==> config.mk <==
export PLATFORM = sky130hd
export DESIGN_NAME = lcd_cmd_arbiter
export DESIGN_NICKNAME = d
export VERILOG_FILES = /design/src/rtl/lcd_cmd_arbiter.sv
export SDC_FILE = /design/constraint.sdc
export NUM_CORES = 1
export LEC_CHECK = 0
export ABC_AREA = 1
export BUFFER_PORTS_ARGS = -buffer_cell sky130_fd_sc_hd__buf_2
export CAP_MARGIN = 20
export CORE_UTILIZATION = 41
export DETAILED_ROUTE_END_ITERATION = 10
export GPL_TIMING_DRIVEN = 0
export PLACE_DENSITY = 0.75
export SYNTH_ARGS = -nofsm -noshare
export SYNTH_HDL_FRONTEND = slang
export SYNTH_SLANG_ARGS = --single-unit
export TNS_END_PERCENT = 5
==> constraint.sdc <==
create_clock -name clk -period 1.15 [get_ports clk]
set_clock_uncertainty 0.05 [all_clocks]
set_input_delay 0 -clock clk [delete_from_list [all_inputs] [get_ports clk]]
set_output_delay 0 -clock clk [all_outputs]
set_load 0.02 [all_outputs]
==> src/rtl/lcd_cmd_arbiter.sv <==
`default_nettype none
// ============================================================================
//  Module   : lcd_cmd_arbiter
//  Brief    : Two-port round-robin front end sharing one lcd_ctrl window engine.
//  Revision : 1.0
// ============================================================================
module lcd_cmd_arbiter #(
    parameter int TIMEOUT  = 16,
    parameter int LOAD_LEN = 36,
    parameter int WIN_LEN  = 9
) (
    input  logic       clk,
    input  logic       reset,
    input  logic       req0_valid,
    input  logic [2:0] req0_cmd,
    output logic       req0_ready,
    input  logic [7:0] req0_data,
    output logic       req0_data_ack,
    input  logic       req1_valid,
    input  logic [2:0] req1_cmd,
    output logic       req1_ready,
    input  logic [7:0] req1_data,
    output logic       req1_data_ack,
    output logic [2:0] lcd_cmd,
    output logic       lcd_cmd_valid,
    output logic [7:0] lcd_datain,
    input  logic [7:0] lcd_dataout,
    input  logic       lcd_output_valid,
    input  logic       lcd_busy,
    output logic [7:0] rsp_data,
    output logic       rsp_valid,
    output logic       rsp_id,
    output logic       rsp_done,
    output logic       cmd_err,
    output logic       timeout_err
);

    localparam int                c_wdog_w    = $clog2(TIMEOUT + 1);
    localparam logic [5:0]        c_byte_last = 6'(LOAD_LEN - 1);
    localparam logic [3:0]        c_beat_last = 4'(WIN_LEN - 1);
    localparam logic [c_wdog_w-1:0] c_wdog_last = c_wdog_w'(TIMEOUT - 1);
    localparam logic [2:0]        c_cmd_load  = 3'd1;

    typedef enum logic [2:0] {
        S_IDLE  = 3'd0,
        S_ISSUE = 3'd1,
        S_LOAD  = 3'd2,
        S_DRAIN = 3'd3,
        S_DONE  = 3'd4
    } state_t;

    state_t                r_state;
    state_t                w_state_nxt;
    logic                  r_last_grant;
    logic                  r_grant;
    logic [2:0]            r_cmd;
    logic [5:0]            r_byte_cnt;
    logic [3:0]            r_beat_cnt;
    logic [c_wdog_w-1:0]   r_wdog;
    logic                  r_timeout_err;

    logic                  w_grant;
    logic [2:0]            w_sel_cmd;
    logic                  w_illegal;
    logic                  w_accept;
    logic                  w_beat;
    logic                  w_wdog_on;
    logic                  w_wdog_hit;

    // Tie goes to the port that did not win last time.
    assign w_grant    = (req0_valid && req1_valid) ? ~r_last_grant : req1_valid;
    assign w_sel_cmd  = w_grant ? req1_cmd : req0_cmd;
    assign w_illegal  = (w_sel_cmd[2:1] == 2'b11);
    assign w_accept   = (r_state == S_IDLE) && (req0_valid || req1_valid);
    assign w_beat     = (r_state == S_DRAIN) && lcd_output_valid;
    assign w_wdog_on  = (r_state == S_DRAIN) || (r_state == S_DONE);
    // A completion in DONE takes priority over a coincident watchdog expiry.
    assign w_wdog_hit = ((r_state == S_DRAIN) || ((r_state == S_DONE) && lcd_busy))
                        && !w_beat && (r_wdog == c_wdog_last);

    assign timeout_err = r_timeout_err;

    always_comb begin
        w_state_nxt   = r_state;
        req0_ready    = 1'b0;
        req1_ready    = 1'b0;
        req0_data_ack = 1'b0;
        req1_data_ack = 1'b0;
        lcd_cmd       = 3'd0;
        lcd_cmd_valid = 1'b0;
        lcd_datain    = 8'd0;
        rsp_data      = 8'd0;
        rsp_valid     = 1'b0;
        rsp_id        = 1'b0;
        rsp_done      = 1'b0;
        cmd_err       = 1'b0;
        case (r_state)
            S_IDLE: begin
                if (w_accept) begin
                    req0_ready = ~w_grant;
                    req1_ready = w_grant;
                    rsp_id     = w_grant;
                    cmd_err    = w_illegal;
                    if (!w_illegal) w_state_nxt = S_ISSUE;
                end
            end
            S_ISSUE: begin
                lcd_cmd_valid = 1'b1;
                lcd_cmd       = r_cmd;
                rsp_id        = r_grant;
                w_state_nxt   = (r_cmd == c_cmd_load) ? S_LOAD : S_DRAIN;
            end
            S_LOAD: begin
                rsp_id        = r_grant;
                lcd_datain    = r_grant ? req1_data : req0_data;
                req0_data_ack = ~r_grant;
                req1_data_ack = r_grant;
                if (r_byte_cnt == c_byte_last) w_state_nxt = S_DRAIN;
            end
            S_DRAIN: begin
                rsp_id = r_grant;
                if (w_beat) begin
                    rsp_valid = 1'b1;
                    rsp_data  = lcd_dataout;
                    if (r_beat_cnt == c_beat_last) w_state_nxt = S_DONE;
                end else if (w_wdog_hit) begin
                    w_state_nxt = S_IDLE;
                end
            end
            S_DONE: begin
                rsp_id = r_grant;
                if (!lcd_busy) begin
                    rsp_done    = 1'b1;
                    w_state_nxt = S_IDLE;
                end else if (w_wdog_hit) begin
                    w_state_nxt = S_IDLE;
                end
            end
            default: w_state_nxt = S_IDLE;
        endcase
    end

    always_ff @(posedge clk) begin
        if (reset) begin
            r_state       <= S_IDLE;
            r_last_grant  <= 1'b1;
            r_grant       <= 1'b0;
            r_cmd         <= 3'd0;
            r_byte_cnt    <= 6'd0;
            r_beat_cnt    <= 4'd0;
            r_wdog        <= '0;
            r_timeout_err <= 1'b0;
        end else begin
            r_state <= w_state_nxt;
            if (w_accept) begin
                r_last_grant <= w_grant;
                r_grant      <= w_grant;
                r_cmd        <= w_sel_cmd;
            end
            if ((r_state == S_LOAD) && (r_byte_cnt != c_byte_last))
                r_byte_cnt <= r_byte_cnt + 6'd1;
            else
                r_byte_cnt <= 6'd0;
            if (r_state != S_DRAIN)
                r_beat_cnt <= 4'd0;
            else if (w_beat)
                r_beat_cnt <= (r_beat_cnt == c_beat_last) ? 4'd0 : r_beat_cnt + 4'd1;
            // Held at zero outside DRAIN/DONE so DRAIN entry starts a fresh window.
            if (w_wdog_on && !w_beat)
                r_wdog <= r_wdog + c_wdog_w'(1);
            else
                r_wdog <= '0;
            if (w_wdog_hit) r_timeout_err <= 1'b1;
        end
    end

endmodule
`default_nettype wire
After elaboration in Yosys (flattened, before gate mapping)
Cells that the tools add are included.

cells by class
  $add $sub $neg = 3
  equal/unequal tests = 15
  multiplexer cells = 31
  bitwise operators = 5
  reduce and logical (&&, ||, !) cells = 18

operators with widths
  kind                   count
  $mux W8                4
  $mux W3                9
  $mux W1                15
  $pmux W3 S5            1
  $logic_and A1 B1 Y1    8
  $add A6 B1 Y6 const B  1
  $eq A3 B1 Y1 const B   2
  $eq A3 B2 Y1 const B   2
  $eq A6 B6 Y1 const B   1
  $ne A2 B2 Y1 const B   3
  $ne A3 B2 Y1 const B   2
  $ne A6 B6 Y1 const B   1
  $reduce_or A2 Y1       3
  $add A5 B1 Y5 const B  1
  $eq A5 B4 Y1 const B   1
  $not A1 Y1             5
  $add A4 B1 Y4 const B  1
  $eq A4 B4 Y1 const B   1
  $mux W4                1
  $reduce_and A4 Y1      1
  $reduce_or A4 Y1       1
  $eq A3 B3 Y1 const B   1
  $logic_not A3 Y1       1
  $logic_or A1 B1 Y1     3
  other kinds (3)        3

word-level totals
  register bits after elaboration = 24
  input port bits = 36
  output and inout bits = 29
  word-level logic and storage cells = 80

Longest topological paths before layout
Gate-level depths: netlist of the first run.

  depth in word-level cells = 8
  mapped depth = 11
  mapped depth without buffers = 11

Worst setup path after synthesis of the first run
No wires, ideal clock.

  path type = register to output
  start = reg r_state[2]
  end = out rsp_data[0]
  arrival time = 1.242 ns
  required time = 1.100 ns
  path slack = -0.142 ns
  stages on the path, launching flop included = 7
  path buffers = 1
  path through = dfxtp_1 inv_2 nand3_2 nor2_4 inv_1 buf_4 nor2_1

between the ends
  longest elaborated chain between the ends = 4

RTL lines
  what                    RTL line  text
  start, declared         52        state_t r_state;
  start signal, assigned  154       r_state <= w_state_nxt;
  $eq A3 B2 Y1 *          75, 97
  $logic_and A1 B1 Y1     75        assign w_beat = (r_state == S_DRAIN) && lcd_output_valid;
  $mux W8                 122       if (w_beat) begin
  $mux W8 *               97        case (r_state)
  end, declared           30        output logic [7:0] rsp_data,

Every way passes the cells marked *; elsewhere a longest branch is shown, timed or not.

Worst setup path after layout of the first run
  start = reg r_state[1]
  end = out rsp_id

between the ends
  longest elaborated chain between the ends = 4
  elaborated cells on any way between the ends = 9
  classes of those cells = eq/ne (4); mux (2); reduce/logical (3)

RTL lines
  what                 RTL line  text
  $logic_not A3 Y1     74, 97
  $logic_and A1 B1 Y1  74        assign w_accept = (r_state == S_IDLE) && (req0_valid || req1_valid);
  $mux W1              99        if (w_accept) begin
  $pmux W1 S2 *        97
  end, declared        32        output logic rsp_id,

Marked as above.

==> results of run 1 <==
[layout make-up]
class                   instances  area, um^2  share of cell area
clock buffers                   3        22.5              0.0102
flip-flops and latches         24         504               0.229
repair buffers                 76         542               0.246
inverters                      37         151              0.0687
well taps                      44        55.1              0.0250
multi-input cells             135         911               0.413
plain buffers                   2        18.8             0.00851
[layout by cell type, fill, tap and decap left out, types with 4 or more instances in the layout]
cell / instances
buf_2: 40
nor2_4: 6
nand2_2: 6
o21ai_0: 4
buf_6: 17
inv_2: 6
buf_4: 16
dfxtp_4: 4
nand2_1: 26
nor2_1: 25
a22o_1: 8
nor2_2: 9
dfxtp_2: 7
dfxtp_1: 13
inv_1: 28
nand3_1: 8
nand2_4: 4
a21oi_1: 7
[kinds of logic after synthesis]
family,Yosys count
adders and majority gates,5
and+or+nand+nor,96
AOI/OAI and AO/OA,30
DFF,24
xor gates and xnor gates,4
buffers and inverters,39
[metrics by stage]
stage,setup TNS (ps),area [um^2],util,hold slack (ps),std cells
2_1_floorplan,-1100,1460,-,4.98,198
3_3_place_gp,-2260,1830,0.588,234,305
3_5_place_dp,-3300,1830,0.588,240,305
4_1_cts,-9650,2100,0.678,13.2,321
5_1_grt,-12840,2200,0.710,15.0,321
6_report,-8510,2200,0.710,20.4,321
[worst paths after layout]
kind / start / end / slack [ps] / cells after the start
max: r_state[1]$_SDFFE_PP0P_ / rsp_id / -360 / 6
min: lcd_output_valid / r_beat_cnt[1]$_SDFFE_PP0N_ / 20 / 4
max reg2reg: r_byte_cnt[0]$_SDFF_PP0_ / r_state[0]$_SDFFE_PP0P_ / -180 / 11
min reg2reg: r_wdog[0]$_SDFF_PP0_ / r_wdog[0]$_SDFF_PP0_ / 400 / 1
[per-layer routing]
| layer | up-vias | global-route usage | share of wire |
|---|---|---|---|
| li1 | 794 | - | - |
| met1 | 709 | 0.217 | 0.38 |
| met2 | 62 | 0.422 | 0.53 |
| met3 | 10 | 0.0390 | 0.072 |
| met4 | 0 | 0.0831 | 0.023 |
| met5 | - | 0 | 0 |
[worst max-delay path, delay by kind of cell (launching register included)]
kind	cells	cell delay, ps
compound gates	1	240
buf+inv	2	190
flops	1	410
simple gates	3	310
[flip-flops by register name (all words and copies together), names as in the netlist]
register	count
r_wdog	5
r_state	3
r_beat_cnt	4
r_last_grant	1
r_cmd	3
timeout_err	1
r_byte_cnt	6
r_grant	1
[power groups by stage]
stage | clock, uW | combinational [uW] | sequential, uW
floorplan | 0 | 1020 | 1030
global placement | 0 | 1350 | 1050
detailed placement | 0 | 1360 | 1050
CTS | 380 | 1830 | 1080
global route | 413 | 2110 | 1100
finish | 360 | 1940 | 1080
[timing repair]
| action | in CTS | in global routing |
|---|---|---|
| setup buffers | 10 | 0 |
| pin swaps | 10 | 9 |
| hold buffers | 3 | 0 |
| endpoints found under the setup margin | 51 | 52 |
| hold endpoints to repair | 2 | 0 |
| gates resized for setup | 54 | 30 |
==> flow_metrics.env, run 1 <==
export IMPL_outcome="finished with violations"
export IMPL_violations="setup timing"
export IMPL_yosysSeqAreaShare=0.352
export IMPL_finalWorstSetupSlack_ps=-355
export IMPL_wl_per_cell_um=11.7
export IMPL_crit_required_ps=1100
export IMPL_pwr_share_seq=0.320
export IMPL_grt_usage=0.214
export IMPL_antenna_found_initial=0
export IMPL_switching_share=0.425
export IMPL_syn_avg_cell_area_um2=6.89
export IMPL_overflow=0
export IMPL_synth_area_mm2=0.00137
export IMPL_synth_xor_area_share=0.0257
export IMPL_synth_top_area_share=0.352
export IMPL_io_buffer_count=63
export IMPL_htree_levels=1
export IMPL_cts_made_buffers=3
export IMPL_cts_sinks=24
export IMPL_hp_class="input pin to register"
export IMPL_ios=65
export IMPL_grt_pass1_vias=1464
export IMPL_core_area_mm2=0.00310
export IMPL_p_switching_uw=1440
export IMPL_die_area_mm2=0.00356
export IMPL_setup_viol=42
export IMPL_synthFlopType="dfxtp_1"
export IMPL_synth_common_cells="35 x nor2_1, 34 x inv_1, 33 x nand2_1"
export IMPL_max_stage_delay_ps=410
export IMPL_path_max_fanout=6
export IMPL_final_period_utilization=1.31
export IMPL_drtAntennaViolNets=0
export IMPL_gp_congestion=0.869
export IMPL_yosys_area_share_simple=0.320
export IMPL_slew_headroom=0.680
export IMPL_num_antenna_cells=0
export IMPL_cpMaxStageDelayCell="dfxtp_4"
export IMPL_synth_compound_area_frac=0.147
export IMPL_synth_largest_area_cell="dfxtp_1"
export IMPL_vias_per_cell=4.91
export IMPL_hold_violations=0
export IMPL_grt_max_degree=13
export IMPL_synth_top_family_by_area="simple AND/OR/NAND/NOR gates"
export IMPL_post_dp_hpwl_mm=2.45
export IMPL_drc=0
export IMPL_yosys_top_cells_area="dfxtp_1 35%, nor2_1 9.6%, inv_1 9.3%"
export IMPL_maxCapViolCount=0
export IMPL_ir_drop_v=0.000685
export IMPL_p_total_uw=3380
export IMPL_worst_setup_path_end_kind="output port"
export IMPL_initial_core_util=0.440
export IMPL_tritoncts="built"
export IMPL_ys_types=28
export IMPL_start_kind="register"
export IMPL_cp_arrival_ps=1460
export IMPL_clockRootBuffer="clkbuf_4"
export IMPL_dr_pass1_iters=4
export IMPL_dieHeight_um=59.7
export IMPL_clk_pin_slew_ps=130
export IMPL_async_flop_share=0
export IMPL_grt_pass1_wl_mm=5.78
export IMPL_leakage_uw=0.00102
export IMPL_fin_crit_ps=1510
export IMPL_muxShareOfSynthArea=0
export IMPL_power_density_mw_per_mm2=1530
export IMPL_syn_inst=198
export IMPL_nets=320
export IMPL_synth_edf_count=0
export IMPL_via_count=1575
export IMPL_synth_fp_nets=239
export IMPL_synth_warnings=0
export IMPL_drtIter0Drc=51
export IMPL_drt_wl_total_mm=3.74
export IMPL_drive_gt1_frac=0.498
export IMPL_max_freq_mhz=664
export IMPL_cts_buffer_depth=2
export IMPL_tightestPinTransition_ps=480
export IMPL_clk_latency_ps=310
export IMPL_p_comb_frac=0.573
export IMPL_maxSlewViolCount=0
export IMPL_grt_setup_unrepaired="yes"
export IMPL_crit_type="register to output port"
export IMPL_p_clk_frac=0.106
export IMPL_rows=20
export IMPL_dp_slack_ps=-201
export IMPL_synth_most_common_cell="nor2_1"
export IMPL_fillers=252
export IMPL_die_x_um=59.7
export IMPL_p_int_uw=1950
export IMPL_path_cells="inv_4, nand3_2, nand2_1, o31ai_2, nand2_2, buf_6"
export IMPL_synth_adder_area_share=0.0458
export IMPL_ys_ff_latch=24
export IMPL_area_delta_synth_final_pct=61.5
Note: power is estimated with default switching activity, not from simulation.
==> run 2, diff against run 1 <==
- REMOVE_ABC_BUFFERS: not set -> 1
- SKIP_CTS_REPAIR_TIMING: not set -> 1
==> flow_metrics.env, run 2 (synthesized netlist as in run 1, its figures left out) <==
export IMPL_gp_congestion=0.777
export IMPL_wl_per_cell_um=12.1
export IMPL_hp_class="input pin to register"
export IMPL_multi_input_area_um2=903
export IMPL_via_count=1561
export IMPL_violations="hold timing, setup timing"
export IMPL_area_delta_synth_final_pct=61.0
export IMPL_path_cells="inv_6, nand2_4, nor2_4, nand2_4, nor2_4, inv_2, nand2_1, buf_6"
export IMPL_ios=65
export IMPL_final_common_cell="buf_2"
export IMPL_cp_arrival_ps=1530
export IMPL_post_dp_hpwl_mm=2.20
export IMPL_dr_pass1_iters=4
export IMPL_final_cell_mix="40 x buf_2, 30 x nand2_1, 29 x inv_1"
export IMPL_dp_cells=304
export IMPL_crit_required_ps=1100
export IMPL_die_x_um=59.7
export IMPL_top_register="r_byte_cnt"
export IMPL_final_cells=324
export IMPL_finalWorstSetupSlack_ps=-431
export IMPL_antenna_found_initial=0
export IMPL_place_area_mm2=0.00173
export IMPL_clk_pin_slew_ps=150
export IMPL_slew_headroom=0.716
export IMPL_clockRootBuffer="clkbuf_4"
export IMPL_maxCapViolCount=0
export IMPL_final_period_utilization=1.37
export IMPL_nets=322
export IMPL_leakage_uw=0.00103
export IMPL_fin_util=0.708
export IMPL_grt_pass1_vias=1135
export IMPL_clk_latency_ps=340
export IMPL_cts_buffer_depth=2
export IMPL_initial_core_util=0.440
export IMPL_grt_setup_unrepaired="yes"
export IMPL_outcome="finished with violations"
export IMPL_cts_made_buffers=3
export IMPL_drive_gt1_frac=0.457
export IMPL_fillers=247
export IMPL_io_buffer_count=64
export IMPL_final_area_mm2=0.00220
export IMPL_p_int_uw=2150
export IMPL_max_freq_mhz=633
export IMPL_fin_crit_ps=1580
export IMPL_largest_register_ffs=6
export IMPL_hold_violations=1
export IMPL_dieHeight_um=59.7
export IMPL_setup_tns_ps=-13350
export IMPL_p_comb_frac=0.532
export IMPL_cpMaxStageDelayCell="dfxtp_4"
export IMPL_drtIter0Drc=19
export IMPL_core_area_mm2=0.00310
export IMPL_reg_largest_list="r_byte_cnt: 6 flops, r_wdog: 5 flops, r_beat_cnt: 4 flops"
export IMPL_seqCellArea_um2=497
export IMPL_worst_setup_path_end_kind="output port"
export IMPL_grt_pass1_wl_mm=4.55
export IMPL_switching_share=0.412
export IMPL_drtAntennaViolNets=0
export IMPL_tightestPinTransition_ps=424
export IMPL_cts_sinks=24
export IMPL_vias_per_cell=4.82
export IMPL_overflow=0
export IMPL_max_stage_delay_ps=400
export IMPL_htree_levels=1
export IMPL_tritoncts="built"
export IMPL_setup_viol=50
export IMPL_power_density_mw_per_mm2=1670
export IMPL_drc=0
export IMPL_rows=20
export IMPL_p_switching_uw=1510
export IMPL_die_area_mm2=0.00356
export IMPL_crit_type="register to output port"
export IMPL_path_max_fanout=8
export IMPL_pwr_share_seq=0.295
export IMPL_p_clk_frac=0.173
export IMPL_grt_usage=0.168
export IMPL_holdWs_ps=-11.2
export IMPL_drt_wl_total_mm=3.91
export IMPL_num_antenna_cells=0
export IMPL_grt_max_degree=15
export IMPL_maxSlewViolCount=0
export IMPL_ir_drop_v=0.00128
export IMPL_start_kind="register"
## run 2: changes by cell type in the layout (fill, tap and decap cells not counted), sizes merged
cell      previous run  this run
inv                 37        36
clkinvlp             0         1
nor2                40        42
clkbuf               4         3
bufinv               0         1
buf                 74        75
## run 2: final timing paths
path	from	endpoint	slack, ps	depth (start not counted)
worst min register to register	r_byte_cnt[0]$_SDFF_PP0_	r_byte_cnt[0]$_SDFF_PP0_	380	1
worst max register to register	r_state[2]$_SDFFE_PP0P_	r_wdog[0]$_SDFF_PP0_	-390	8
worst min-delay path	req1_valid	r_cmd[0]$_SDFFE_PP0P_	-10	4
worst max-delay path	r_state[0]$_SDFFE_PP0P_	rsp_id	-430	8
## run 2: power by group through the flow
| stage | Clock (uW) | Combinational (uW) | Sequential, uW |
|---|---|---|---|
| 6_report | 634 | 1950 | 1080 |
| 5_1_grt | 681 | 2100 | 1090 |
| 4_1_cts | 645 | 1280 | 1010 |
| 3_5_place_dp | 0 | 1280 | 1030 |
| 3_3_place_gp | 0 | 1270 | 1020 |
| 2_1_floorplan | 0 | 943 | 1010 |
## run 2: cell type report
class	count	share of cell area
Inverter	37	0.0706
Clock inverter	1	0.0137
Clock buffer	3	0.0103
Timing Repair Buffer	78	0.243
Multi-Input combinational cell	137	0.411
Tap cell	44	0.0251
Sequential cell	24	0.226
## run 2: through the flow
stage	total power (uW)	setup WS, ps
after floorplan	1950	-176
after global placement	2290	-352
after detailed placement	2300	-372
after CTS	2930	-530
after global routing	3870	-520
final	3660	-431
## run 2: layer usage
layer  part of all wire  global-route usage  vias to the layer above
met5                  0                   0                        -
met4              0.014              0.0764                        0
met3              0.047              0.0390                        5
met2               0.53               0.273                       49
met1               0.41               0.212                      710
li1                   -                   -                      797
## run 2: worst max-delay path: cells and delay by family, from the launching register on
kind                   cells  cell delay, ps
flip-flops                 1             400
buffers and inverters      3             260
AND/OR/NAND/NOR            5             540
==> run 3, diff against run 2 <==
- ABC_AREA: 1 -> not set
==> flow_metrics.env, run 3 <==
export IMPL_outcome="finished with violations"
export IMPL_violations="setup timing"
export IMPL_synth_most_common_cell="nor2_1"
export IMPL_crit_required_ps=1100
export IMPL_via_count=1533
export IMPL_grt_max_degree=14
export IMPL_hp_class="input pin to register"
export IMPL_worst_setup_path_end_kind="output port"
export IMPL_leakage_uw=0.000951
export IMPL_synth_area_mm2=0.00136
export IMPL_maxSlewViolCount=0
export IMPL_rows=20
export IMPL_final_cell_mix="39 x buf_2, 29 x buf_4, 27 x nor2_1"
export IMPL_grt_pass1_vias=1178
export IMPL_wl_per_cell_um=13.3
export IMPL_synth_largest_area_cell="dfxtp_1"
export IMPL_synthFlopType="dfxtp_1"
export IMPL_p_total_uw=2230
export IMPL_grt_usage=0.170
export IMPL_nets=294
export IMPL_ys_ff_latch=24
export IMPL_power_density_mw_per_mm2=1010
export IMPL_path_max_fanout=6
export IMPL_setup_viol=52
export IMPL_place_area_mm2=0.00170
export IMPL_synth_common_cells="32 x nor2_1, 24 x dfxtp_1, 13 x and2_1, 13 x mux2i_1"
export IMPL_num_antenna_cells=0
export IMPL_final_cells=296
export IMPL_die_area_mm2=0.00355
export IMPL_post_dp_hpwl_mm=2.20
export IMPL_dieHeight_um=59.6
export IMPL_holdWs_ps=1.25
export IMPL_initial_core_util=0.439
export IMPL_hold_violations=0
export IMPL_cp_arrival_ps=1530
export IMPL_tritoncts="built"
export IMPL_final_period_utilization=1.37
export IMPL_tightestPinTransition_ps=315
export IMPL_cts_sinks=24
export IMPL_ios=65
export IMPL_async_flop_share=0
export IMPL_largest_register_ffs=6
export IMPL_synth_warnings=0
export IMPL_dp_cells=267
export IMPL_syn_inst=166
export IMPL_clk_pin_slew_ps=130
export IMPL_fin_crit_ps=1580
export IMPL_clk_latency_ps=320
export IMPL_vias_per_cell=5.18
export IMPL_area_delta_synth_final_pct=61.9
export IMPL_final_common_cell="buf_2"
export IMPL_gp_congestion=0.758
export IMPL_grt_pass1_wl_mm=4.66
export IMPL_drive_gt1_frac=0.476
export IMPL_synth_edf_count=0
export IMPL_top_register="r_byte_cnt"
export IMPL_dr_pass1_iters=4
export IMPL_cts_made_buffers=3
export IMPL_cts_buffer_depth=2
export IMPL_slew_headroom=0.789
export IMPL_grt_setup_unrepaired="yes"
export IMPL_antenna_found_initial=0
export IMPL_finalWorstSetupSlack_ps=-429
export IMPL_yosys_top_cells_area="dfxtp_1 35%, mux2i_1 9.6%, nor2_1 8.8%"
export IMPL_drtIter0Drc=68
export IMPL_ys_types=40
export IMPL_start_kind="register"
export IMPL_crit_type="register to output port"
export IMPL_die_x_um=59.6
export IMPL_ir_drop_v=0.000717
export IMPL_htree_levels=1
export IMPL_overflow=0
export IMPL_reg_largest_list="r_byte_cnt: 6 flops, r_wdog: 5 flops, r_beat_cnt: 4 flops"
export IMPL_drt_wl_total_mm=3.95
export IMPL_final_area_mm2=0.00220
export IMPL_yosysSeqAreaShare=0.353
export IMPL_drc=0
export IMPL_drtAntennaViolNets=0
export IMPL_maxCapViolCount=0
export IMPL_syn_avg_cell_area_um2=8.20
export IMPL_max_freq_mhz=633
export IMPL_io_buffer_count=64
export IMPL_core_area_mm2=0.00310
export IMPL_clockRootBuffer="clkbuf_4"
export IMPL_synth_top_area_share=0.353
==> run 3: cells by family after synthesis <==
family | synth area share
AO/OA/AOI/OAI | 0.122
AND/OR/NAND/NOR | 0.293
flip-flops | 0.353
XOR/XNOR | 0.0386
adder cells (fa/ha/maj) | 0.0460
buffers and inverters | 0.0432
multiplexers | 0.104
==> run 3: critical path, stage by stage, from the launching register on <==
cell and delay (ps):
dfxtp_4 410, buf_4 110, or3b_4 410, nor2_2 140, buf_6 130
==> run 3: final cells by class <==
cell class                      count  area (um^2)
Tap cell                           44         55.1
Timing Repair Buffer               88          614
Multi-Input combinational cell    129          975
Fill cell                         252          900
Sequential cell                    24          497
Clock buffer                        4         36.3
Inverter                            7         26.3
==> run 3: through the flow <==
step	setup TNS, ps	utilization	worst slack, ps
2_1_floorplan	-7940	-	-482
3_3_place_gp	-12320	0.549	-668
3_5_place_dp	-12920	0.549	-693
4_1_cts	-24470	0.561	-714
5_1_grt	-20160	0.710	-542
6_report	-16510	0.710	-429
==> run 3: worst paths after layout <==
check / startpoint / endpoint / slack (ps) / depth (start not counted)
max: r_state[1]$_SDFFE_PP0P_ / lcd_datain[2] / -430 / 4
min: reset / r_state[1]$_SDFFE_PP0P_ / 1 / 3
max reg2reg: r_state[0]$_SDFFE_PP0P_ / r_wdog[3]$_SDFF_PP0_ / -390 / 5
min reg2reg: r_byte_cnt[0]$_SDFF_PP0_ / r_byte_cnt[0]$_SDFF_PP0_ / 400 / 1
==> run 3: per-layer routing <==
layer	GRT usage	vias up	wire, um
met4	0.0399	0	148
li1	-	746	-
met3	0.0393	17	246
met1	0.184	703	1480
met5	0	-	0
met2	0.331	67	2070
==> run 3: power breakdown <==
group          leakage [uW]  internal, uW  total (uW)  switching [uW]
clock             0.0000210           194         442             248
combinational      0.000732           434         830             396
sequential         0.000198           881         956            75.2
